==> config.mk <==
export PLATFORM = sky130hd
export DESIGN_NAME = spi_master_ctrl_flat
export DESIGN_NICKNAME = d
export VERILOG_FILES = /design/src/rtl/shared_pkg.sv /design/src/rtl/spi_master_ctrl_if.sv /design/src/rtl/spi_mst_shifter.sv /design/src/rtl/spi_master_ctrl.sv /design/src/flat_wrapper.sv
export SDC_FILE = /design/constraint.sdc
export NUM_CORES = 1
export LEC_CHECK = 0
export CAP_MARGIN = 40
export CORE_ASPECT_RATIO = 1.25
export CORE_MARGIN = 3
export CORE_UTILIZATION = 52
export DETAILED_ROUTE_END_ITERATION = 7
export PLACE_DENSITY_LB_ADDON = 0.08
export SLEW_MARGIN = 40
export SYNTH_ARGS = -nofsm -noshare
export SYNTH_HDL_FRONTEND = slang
export SYNTH_SLANG_ARGS = --single-unit
==> constraint.sdc <==
create_clock -name clk -period 2.7 [get_ports clk]
set_clock_uncertainty 0.05 [all_clocks]
set_input_delay 0.405 -clock clk [delete_from_list [all_inputs] [get_ports clk]]
set_output_delay 0.405 -clock clk [all_outputs]
set_load 0.01 [all_outputs]
==> src/rtl/shared_pkg.sv <==
// Constants shared between the SPI RAM slave and the SPI master controller:
// frame command codes, frame geometry and the master FSM state encoding.
package shared_pkg;

  localparam int SLV_CMD_W   = 2;
  localparam int SLV_DATA_W  = 8;
  localparam int SLV_FRAME_W = SLV_CMD_W + SLV_DATA_W;

  // Two-bit command prefix carried in front of every 10-bit frame.
  typedef enum logic [1:0] {
    CMD_WR_ADDR = 2'b00,
    CMD_WR_DATA = 2'b01,
    CMD_RD_ADDR = 2'b10,
    CMD_RD_DATA = 2'b11
  } frame_cmd_e;

  typedef enum logic [2:0] {
    MST_IDLE      = 3'd0,
    MST_START     = 3'd1,
    MST_SHIFT     = 3'd2,
    MST_WAIT_MISO = 3'd3,
    MST_CAPTURE   = 3'd4,
    MST_END       = 3'd5
  } mst_state_e;

  localparam int MST_CAPTURE_CYCLES = 8;

endpackage

==> src/rtl/spi_master_ctrl_if.sv <==
// Host request/response handshake plus the SPI pins of the master controller.
// The controller uses the slave modport, the host/slave-model side uses master.
interface spi_master_ctrl_if #(
  parameter int ADDR_SIZE = 8
) ();

  logic                 req_valid;
  logic                 req_ready;
  logic                 req_wr;
  logic [ADDR_SIZE-1:0] req_addr;
  logic [7:0]           req_wdata;
  logic                 rsp_valid;
  logic [7:0]           rsp_rdata;
  logic                 SS_n;
  logic                 MOSI;
  logic                 MISO;
  logic                 busy;

  modport slave (
    input  req_valid, req_wr, req_addr, req_wdata, MISO,
    output req_ready, rsp_valid, rsp_rdata, SS_n, MOSI, busy
  );

  modport master (
    output req_valid, req_wr, req_addr, req_wdata, MISO,
    input  req_ready, rsp_valid, rsp_rdata, SS_n, MOSI, busy
  );

endinterface

==> src/rtl/spi_mst_shifter.sv <==
// Datapath of the SPI master: frame serializer (MSB first), read-data
// deserializer and the per-state cycle counter used by the controller FSM.
module spi_mst_shifter
  import shared_pkg::*;
#(
  parameter int FRAME_W = 10,
  parameter int CNT_W   = 4
) (
  input  logic                  clk,
  input  logic                  rst,
  input  logic                  load_i,
  input  logic                  shift_i,
  input  logic                  cnt_clr_i,
  input  logic                  capture_i,
  input  logic                  miso_i,
  input  logic [FRAME_W-1:0]    frame_i,
  output logic                  mosi_o,
  output logic [CNT_W-1:0]      cnt_o,
  output logic [SLV_DATA_W-1:0] rx_byte_o
);

  // The MSB goes straight to mosi_q on load, so only FRAME_W-1 bits are kept.
  logic [FRAME_W-2:0]    piso_q;
  logic                  mosi_q;
  logic [SLV_DATA_W-2:0] sipo_q;
  logic [CNT_W-1:0]      cnt_q;

  always_ff @(posedge clk or posedge rst) begin
    if (rst) begin
      piso_q <= '0;
      mosi_q <= 1'b0;
    end else if (load_i) begin
      mosi_q <= frame_i[FRAME_W-1];
      piso_q <= frame_i[FRAME_W-2:0];
    end else if (shift_i) begin
      mosi_q <= piso_q[FRAME_W-2];
      piso_q <= {piso_q[FRAME_W-3:0], 1'b0};
    end else begin
      mosi_q <= 1'b0;
    end
  end

  always_ff @(posedge clk or posedge rst) begin
    if (rst) begin
      sipo_q <= '0;
    end else if (capture_i) begin
      sipo_q <= {sipo_q[SLV_DATA_W-3:0], miso_i};
    end
  end

  always_ff @(posedge clk or posedge rst) begin
    if (rst) begin
      cnt_q <= '0;
    end else if (cnt_clr_i) begin
      cnt_q <= '0;
    end else begin
      cnt_q <= cnt_q + CNT_W'(1);
    end
  end

  assign mosi_o    = mosi_q;
  assign cnt_o     = cnt_q;
  // The eighth bit is taken live so the full byte is ready on the last capture edge.
  assign rx_byte_o = {sipo_q, miso_i};

endmodule

==> src/rtl/spi_master_ctrl.sv <==
// SPI master controller: turns host read/write requests into two SPI frames
// (address frame, then data frame) and returns read data on rsp_valid.
module spi_master_ctrl
  import shared_pkg::*;
#(
  parameter int ADDR_SIZE = 8,
  parameter int RD_GAP    = 2
) (
  input  logic              clk,
  input  logic              rst,
  spi_master_ctrl_if.slave  bus
);

  localparam int FRAME_W   = SLV_CMD_W + ADDR_SIZE;
  localparam int CNT_MAX_A = (FRAME_W > RD_GAP) ? FRAME_W : RD_GAP;
  localparam int CNT_MAX   = (CNT_MAX_A > MST_CAPTURE_CYCLES) ? CNT_MAX_A : MST_CAPTURE_CYCLES;
  localparam int CNT_W     = $clog2(CNT_MAX + 1);

  localparam logic [CNT_W-1:0] SHIFT_LAST = CNT_W'(FRAME_W - 1);
  localparam logic [CNT_W-1:0] GAP_LAST   = CNT_W'((RD_GAP > 0) ? RD_GAP - 1 : 0);
  localparam logic [CNT_W-1:0] CAP_LAST   = CNT_W'(MST_CAPTURE_CYCLES - 1);

  mst_state_e           state_q, state_d;
  logic                 first_q;
  logic                 wr_q;
  logic [ADDR_SIZE-1:0] addr_q;
  logic [7:0]           wdata_q;
  logic                 rdy_q;
  logic                 busy_q;
  logic                 ss_n_q;
  logic                 rsp_valid_q;
  logic [7:0]           rsp_rdata_q;

  logic                 accept_s;
  logic                 rd_data_frame_s;
  logic                 capture_done_s;
  logic [FRAME_W-1:0]   frame_s;
  logic [CNT_W-1:0]     cnt_s;
  logic                 mosi_s;
  logic [7:0]           rx_byte_s;

  assign accept_s        = bus.req_valid & rdy_q;
  assign rd_data_frame_s = ~wr_q & ~first_q;
  assign capture_done_s  = (state_q == MST_CAPTURE) && (state_d == MST_END);

  always_comb begin
    frame_s = '0;
    if (first_q) begin
      frame_s = {(wr_q ? CMD_WR_ADDR : CMD_RD_ADDR), addr_q};
    end else if (wr_q) begin
      frame_s = {CMD_WR_DATA, ADDR_SIZE'(wdata_q)};
    end else begin
      frame_s = {CMD_RD_DATA, {ADDR_SIZE{1'b0}}};
    end
  end

  always_comb begin
    state_d = state_q;
    case (state_q)
      MST_IDLE: begin
        if (accept_s) state_d = MST_START;
        else          state_d = MST_IDLE;
      end
      MST_START: state_d = MST_SHIFT;
      MST_SHIFT: begin
        if (cnt_s == SHIFT_LAST) begin
          if (rd_data_frame_s) state_d = (RD_GAP > 0) ? MST_WAIT_MISO : MST_CAPTURE;
          else                 state_d = MST_END;
        end else begin
          state_d = MST_SHIFT;
        end
      end
      MST_WAIT_MISO: begin
        if (cnt_s == GAP_LAST) state_d = MST_CAPTURE;
        else                   state_d = MST_WAIT_MISO;
      end
      MST_CAPTURE: begin
        if (cnt_s == CAP_LAST) state_d = MST_END;
        else                   state_d = MST_CAPTURE;
      end
      MST_END: begin
        if (first_q) state_d = MST_START;
        else         state_d = MST_IDLE;
      end
      default: state_d = MST_IDLE;
    endcase
  end

  always_ff @(posedge clk or posedge rst) begin
    if (rst) state_q <= MST_IDLE;
    else     state_q <= state_d;
  end

  // Request fields are frozen at accept; first_q marks the address frame.
  always_ff @(posedge clk or posedge rst) begin
    if (rst) begin
      first_q <= 1'b0;
      wr_q    <= 1'b0;
      addr_q  <= '0;
      wdata_q <= 8'h00;
    end else if (accept_s) begin
      first_q <= 1'b1;
      wr_q    <= bus.req_wr;
      addr_q  <= bus.req_addr;
      wdata_q <= bus.req_wdata;
    end else if (state_q == MST_END) begin
      first_q <= 1'b0;
    end
  end

  // Outputs are registered from the next state so they line up with state_q.
  always_ff @(posedge clk or posedge rst) begin
    if (rst) begin
      rdy_q       <= 1'b0;
      busy_q      <= 1'b0;
      ss_n_q      <= 1'b1;
      rsp_valid_q <= 1'b0;
      rsp_rdata_q <= 8'h00;
    end else begin
      rdy_q       <= (state_d == MST_IDLE);
      busy_q      <= (state_d != MST_IDLE);
      ss_n_q      <= (state_d == MST_IDLE) || (state_d == MST_END);
      rsp_valid_q <= capture_done_s;
      if (capture_done_s) rsp_rdata_q <= rx_byte_s;
    end
  end

  spi_mst_shifter #(
    .FRAME_W (FRAME_W),
    .CNT_W   (CNT_W)
  ) u_shifter (
    .clk       (clk),
    .rst       (rst),
    .load_i    ((state_q == MST_START) && (state_d == MST_SHIFT)),
    .shift_i   ((state_q == MST_SHIFT) && (state_d == MST_SHIFT)),
    .cnt_clr_i (state_d != state_q),
    .capture_i (state_q == MST_CAPTURE),
    .miso_i    (bus.MISO),
    .frame_i   (frame_s),
    .mosi_o    (mosi_s),
    .cnt_o     (cnt_s),
    .rx_byte_o (rx_byte_s)
  );

  assign bus.req_ready = rdy_q;
  assign bus.busy      = busy_q;
  assign bus.SS_n      = ss_n_q;
  assign bus.MOSI      = mosi_s;
  assign bus.rsp_valid = rsp_valid_q;
  assign bus.rsp_rdata = rsp_rdata_q;

endmodule

==> src/flat_wrapper.sv <==
// flat-port wrapper written by rule: the top's interface ports become plain ports
module spi_master_ctrl_flat import shared_pkg::*;
#(
  parameter int ADDR_SIZE = 8,
  parameter int RD_GAP    = 2
)
  (clk, rst, bus_req_valid, bus_req_wr, bus_req_addr, bus_req_wdata, bus_MISO, bus_req_ready, bus_rsp_valid, bus_rsp_rdata, bus_SS_n, bus_MOSI, bus_busy);
  spi_master_ctrl_if #(.ADDR_SIZE(ADDR_SIZE)) bus_i ();
  input  logic clk;
  input  logic rst;
  input wire logic [$bits(bus_i.req_valid)-1:0] bus_req_valid;
  input wire logic [$bits(bus_i.req_wr)-1:0] bus_req_wr;
  input wire logic [$bits(bus_i.req_addr)-1:0] bus_req_addr;
  input wire logic [$bits(bus_i.req_wdata)-1:0] bus_req_wdata;
  input wire logic [$bits(bus_i.MISO)-1:0] bus_MISO;
  output wire logic [$bits(bus_i.req_ready)-1:0] bus_req_ready;
  output wire logic [$bits(bus_i.rsp_valid)-1:0] bus_rsp_valid;
  output wire logic [$bits(bus_i.rsp_rdata)-1:0] bus_rsp_rdata;
  output wire logic [$bits(bus_i.SS_n)-1:0] bus_SS_n;
  output wire logic [$bits(bus_i.MOSI)-1:0] bus_MOSI;
  output wire logic [$bits(bus_i.busy)-1:0] bus_busy;
  assign bus_i.req_valid = bus_req_valid;
  assign bus_i.req_wr = bus_req_wr;
  assign bus_i.req_addr = bus_req_addr;
  assign bus_i.req_wdata = bus_req_wdata;
  assign bus_i.MISO = bus_MISO;
  assign bus_req_ready = bus_i.req_ready;
  assign bus_rsp_valid = bus_i.rsp_valid;
  assign bus_rsp_rdata = bus_i.rsp_rdata;
  assign bus_SS_n = bus_i.SS_n;
  assign bus_MOSI = bus_i.MOSI;
  assign bus_busy = bus_i.busy;
  spi_master_ctrl #(.ADDR_SIZE(ADDR_SIZE), .RD_GAP(RD_GAP)) u_core (.clk(clk), .rst(rst), .bus(bus_i));
endmodule
[After elaboration in Yosys (flattened, before gate mapping)]
Cells that the tools add are included.
Widths: inputs -> output; s select.
Operators by class
  add/sub/neg operators: 1
  eq/ne operators: 11
  mux-type cells: 17
  bitwise logic cells: 4
  reduce and logical (&&, ||, !) cells: 9
Operator list (count)
  $mux 10: 2
  $mux 9: 2
  $pmux 3 s6: 1
  $eq 3x2->1 const B: 3
  $eq 3x3->1 const B: 3
  $mux 3: 3
  $mux 1: 7
  $logic_not 3->1: 2
  $add 4x1->4 const B: 1
  $eq 4x1->1 const B: 1
  $eq 4x3->1 const B: 1
  $eq 4x4->1 const B: 1
  $mux 4: 1
  $reduce_bool 2->1: 2
  $eq 3x1->1 const B: 1
  $logic_and 1x1->1: 3
  $ne 3x3->1: 1
  $reduce_bool 3->1: 1
  $and 1x1->1: 2
  $mux 2: 1
  $not 1->1: 2
  $logic_or 1x1->1: 1
Word-level totals
  register bits after elaboration: 54
  output and inout bits: 13
  word-level logic and storage cells: 56

[Logic depth before layout (Yosys ltp)]
  depth after elaboration: 9
  gate-level depth with buffers: 9
  depth with buffers taken out: 8

[By module]
Synthesis repeated with hierarchy kept, for this count alone.
Unflattened totals
  cell total of the unflattened synthesis: 199
  area, all modules: 2441.1 µm²
By module, submodules not included
  spi_master_ctrl: instances 1, cells each 126, area an instance 1515.2 µm²
  spi_mst_shifter: instances 1, cells each 73, area an instance 925.9 µm²

[Worst setup path after synthesis]
No wires, ideal clock.
  path type: register to register
  start: reg u_core.u_shifter.cnt_q[0], in the netlist u_core.u_shifter.cnt_o[0]
  end: reg u_core.u_shifter.piso_q[1]
  data arrival time: 1.827 ns
  required time: 2.524 ns
  path slack: 0.697 ns
  stages on the path, launching flop included: 7
  period minus slack after synthesis: 2.003 ns
  cells stage by stage: dfrtp_1 ha_1 nand3b_1 a21bo_2 a211oi_4 nand2_2 a221o_1
Between the ends
  cells in the longest elaborated chain, start to end: 6
  elaborated cells on any way between the ends: 12
  classes of those cells: 4 x eq/ne; 5 x mux; 3 x reduce/logical
Ends and longest elaborated chain
  from (decl): line spi_mst_shifter.sv:26  | logic [CNT_W-1:0] cnt_q;
  from (signal assigned): line spi_mst_shifter.sv:57  | cnt_q <= cnt_q + CNT_W'(1);
  $eq 4x3->1 (tied with other cells): line spi_master_ctrl.sv:78  | if (cnt_s == CAP_LAST) state_d = MST_END;
  $mux 1 (tied with other cells): line spi_master_ctrl.sv:78
  $pmux 3 s6 *: line spi_master_ctrl.sv:59  | case (state_q)
  $eq 3x2->1 *: line spi_master_ctrl.sv:134, spi_master_ctrl.sv:135
  $logic_and 1x1->1, on equally long branches: line spi_master_ctrl.sv:134, spi_master_ctrl.sv:135
  $mux 9 or $reduce_bool 2->1 (tied branches)
  to (signal assigned): line spi_mst_shifter.sv:34  | piso_q <= frame_i[FRAME_W-2:0];
  to (signal assigned): line spi_mst_shifter.sv:37  | piso_q <= {piso_q[FRAME_W-3:0], 1'b0};
  to (decl): line spi_mst_shifter.sv:23  | logic [FRAME_W-2:0] piso_q;
Every way passes the cells marked *; elsewhere a longest branch is shown, timed or not.
A chain may end at the register's enable or synchronous reset.

[Final worst setup path]
  start: reg u_core.u_shifter.cnt_q[0], in the netlist u_core.u_shifter.cnt_o[0]
  end: reg u_core.u_shifter.piso_q[4]
Same word-level chain as after synthesis.

==> flow_summary.ini <==
[setup_path]
crit_start = u_core.u_shifter.cnt_o[0]
crit_path_start_kind = register
worstPathArrival_ns = 2.37
r2r_start = u_core.u_shifter.cnt_o[0]
crit_fanout = 8
required_ns = 2.83
critical_path_class = register to register
crit_path_end_kind = register

[timing]
period_needed_ns = 2.24
max-slew-margin-rel = 0.537
rsz0062_at_grt = false
drv_slew = 0
finalHoldViolations = 0
finalSetupTns_ns = 0
fmax_mhz = 447
tightestPinTransition_ns = 0.693
setup_viol = 0
post-route-period-util = 0.828

[clock_network]
htreeDepth = 2
cts_setup_buffers = 0
path_clk_slew_ns = 0.09
root_buffer = clkbuf_8
cts_hold_repair.buffers = 0
cts_buffers = 5
cts_tree = built
clkSinkCount = 54
worst_skew_pair.late_latency_ns = 0.30
cts_buffer_depth = 2
post_cts_resized = 0

[floorplanning]
die_h_um = 81.0
core_um2 = 4200
die_w_um = 66.0
ios = 34
placementRows = 26
dieArea_um2 = 5350
start_util = 0.558

[final_layout]
fillCellCount = 323
synthToLayoutAreaGrowth_pct = 20.3
multiInputGateArea_um2 = 922
finish.utilization = 0.671
antenna_cells = 0
final-seq-area_um2 = 1350
nets = 245
finalNonFillerCells = 279
drive_gt1_frac = 0.229

[logic_synthesis]
synth_adder_area_share = 0.0107
ys_types = 42
avgSynthCellArea_um2 = 12.4
synth_area_um2 = 2340
synth_compound_area_frac = 0.110
postSynthCellCount = 189
synthSimpleGateAreaFrac = 0.112
synth_edf_count = 0
syn-num-nets = 212
synth_mux_area_frac = 0.154
synthFlopType = dfrtp_1
async_flop_share = 1.00
synthXorXnorAreaFrac = 0.00748
yosys-top-cells-area = dfrtp_1, mux2_2, nand2_1
synth-seq-cells = 54
synth_top_family_by_area = multiplexers
yosys_warnings = 0
synth_top_area_frac = 0.567
yosysSeqAreaShare = 0.578
synth_area_leader_cell = dfrtp_1

[placed_design]
place_inst = 271
port_buffers = 33
hpwlAfterDp_um = 2980
place.gp.congestion = 0.867

[grt]
grt.overflow.total = 0
grt_max_degree = 55
antenna_found_initial = 0
grt_usage = 0.165
grt_pass1_wl_um = 6810
grt_pass1_vias = 1538

[job]
cap_violations = 0

[worst_hold_path]
hold_class = register to register
hold_path.startpoint = u_core.u_shifter.piso_q[0]

[detailed_routing]
drc = 0
wirelength_um = 4030
drtIter0Drc = 77
avgRoutedWirePerCell_um = 14.4
dr.pass1.iters = 4
postRouteAntennaNets = 0
routed-via-count = 1524
viasPerCell = 5.46

[power]
p_per_area_nw_per_um2 = 1050
peakVddDrop_mv = 0.573
p_leak_nw = 1.20

[outcome]
status = complete, no violations
-- logic make-up after synthesis --
kind of cell,count (synthesis)
AOI/OAI and AO/OA,36
xor gates and xnor gates,2
adders and majority gates,2
buffers and inverters,16
DFF,54
muxes,32
and+or+nand+nor,47
-- layer usage --
layer / wire [µm] / global-route usage / vias up
met2: 2240 / 0.316 / 29
met5: 0 / 0 / -
met4: 41 / 0.0366 / 0
met1: 1610 / 0.186 / 753
met3: 135 / 0.0332 / 7
li1: - / - / 735
-- state kept, by name, indices dropped and copies added, names as in the netlist, 3 cells and up --
register and flops:
u_core.wdata_q 8, u_core.addr_q 8, u_core.u_shifter.sipo_q 7, u_core.state_q 3, u_core.u_shifter.cnt_o 4, u_core.bus.rsp_rdata 8, u_core.u_shifter.piso_q 9
-- Yosys cell counts, types with 3 or more instances --
master and instances:
nor2b_1 3, a31oi_1 3, nand3_1 3, dfrtp_1 53
a21oi_1 6, nor3_1 4, clkbuf_1 6, nor2_1 9
inv_1 5, a221o_1 5, nand2b_1 3, mux2_2 32
o21ai_0 9, nand2_1 15
-- stage by stage --
step	hold WS, ns	instance area (µm²)	worst slack (ns)	total power [W]
final	0.460	2820	0.465	0.00296
after global placement	0.424	2720	0.424	0.00246
after detailed placement	0.437	2720	0.347	0.00253
after CTS	0.458	2820	0.465	0.00298
after global routing	0.478	2820	0.320	0.00319
after floorplan	0.407	2340	0.697	0.00222
-- final timing paths --
kind                                         endpoint  slack [ns]  cells past startpoint
setup / recovery           u_core.u_shifter.piso_q[4]        0.46                      6
hold / removal             u_core.u_shifter.piso_q[0]        0.46                      1
setup reg to reg           u_core.u_shifter.piso_q[4]        0.46                      6
hold reg to reg            u_core.u_shifter.piso_q[0]        0.46                      1
max in group asynchronous     u_core.bus.rsp_rdata[1]        1.64                      3
min in group asynchronous  u_core.u_shifter.sipo_q[4]        0.53                      3
-- cells in the final DEF, fill, tap and decap left out, types with 2 or more instances in the layout --
cell type and n:
dfrtp_1 53, clkdlybuf4s50_1 33, mux2_2 32, nand2_1 15, nor2_1 9, o21ai_0 9
a21oi_1 6, clkbuf_8 6, a221o_1 5, inv_1 4, nor3_1 4, nand2b_1 3
nor2b_1 3, nand3_1 3, a31oi_1 3, buf_4 3, nand3b_1 2, a22oi_1 2
inv_2 2, a211oi_1 2, ha_1 2
-- cell type report --
class	instances	share of cell area
timing repair buffer	36	0.125
inverter	6	0.00800
multi-input combinational	119	0.328
clock buffer	6	0.0293
sequential	54	0.480
clock inverter	2	0.00444
tap	56	0.0249
-- power breakdown --
| part | switching (W) | internal, W |
|---|---|---|
| registers | 0.000264 | 0.00115 |
| logic | 0.000535 | 0.000555 |
| clock network | 0.000246 | 0.000206 |
| total | 0.00104 | 0.00191 |
-- critical path, stage by stage (launching register included) --
cell and delay, ns:
dfrtp_1 0.42, ha_1 0.25, nand3b_1 0.15, a21bo_2 0.26, a211oi_4 0.42, nand2_2 0.19, a221o_1 0.38
Note: power is estimated with default switching activity, not from simulation.
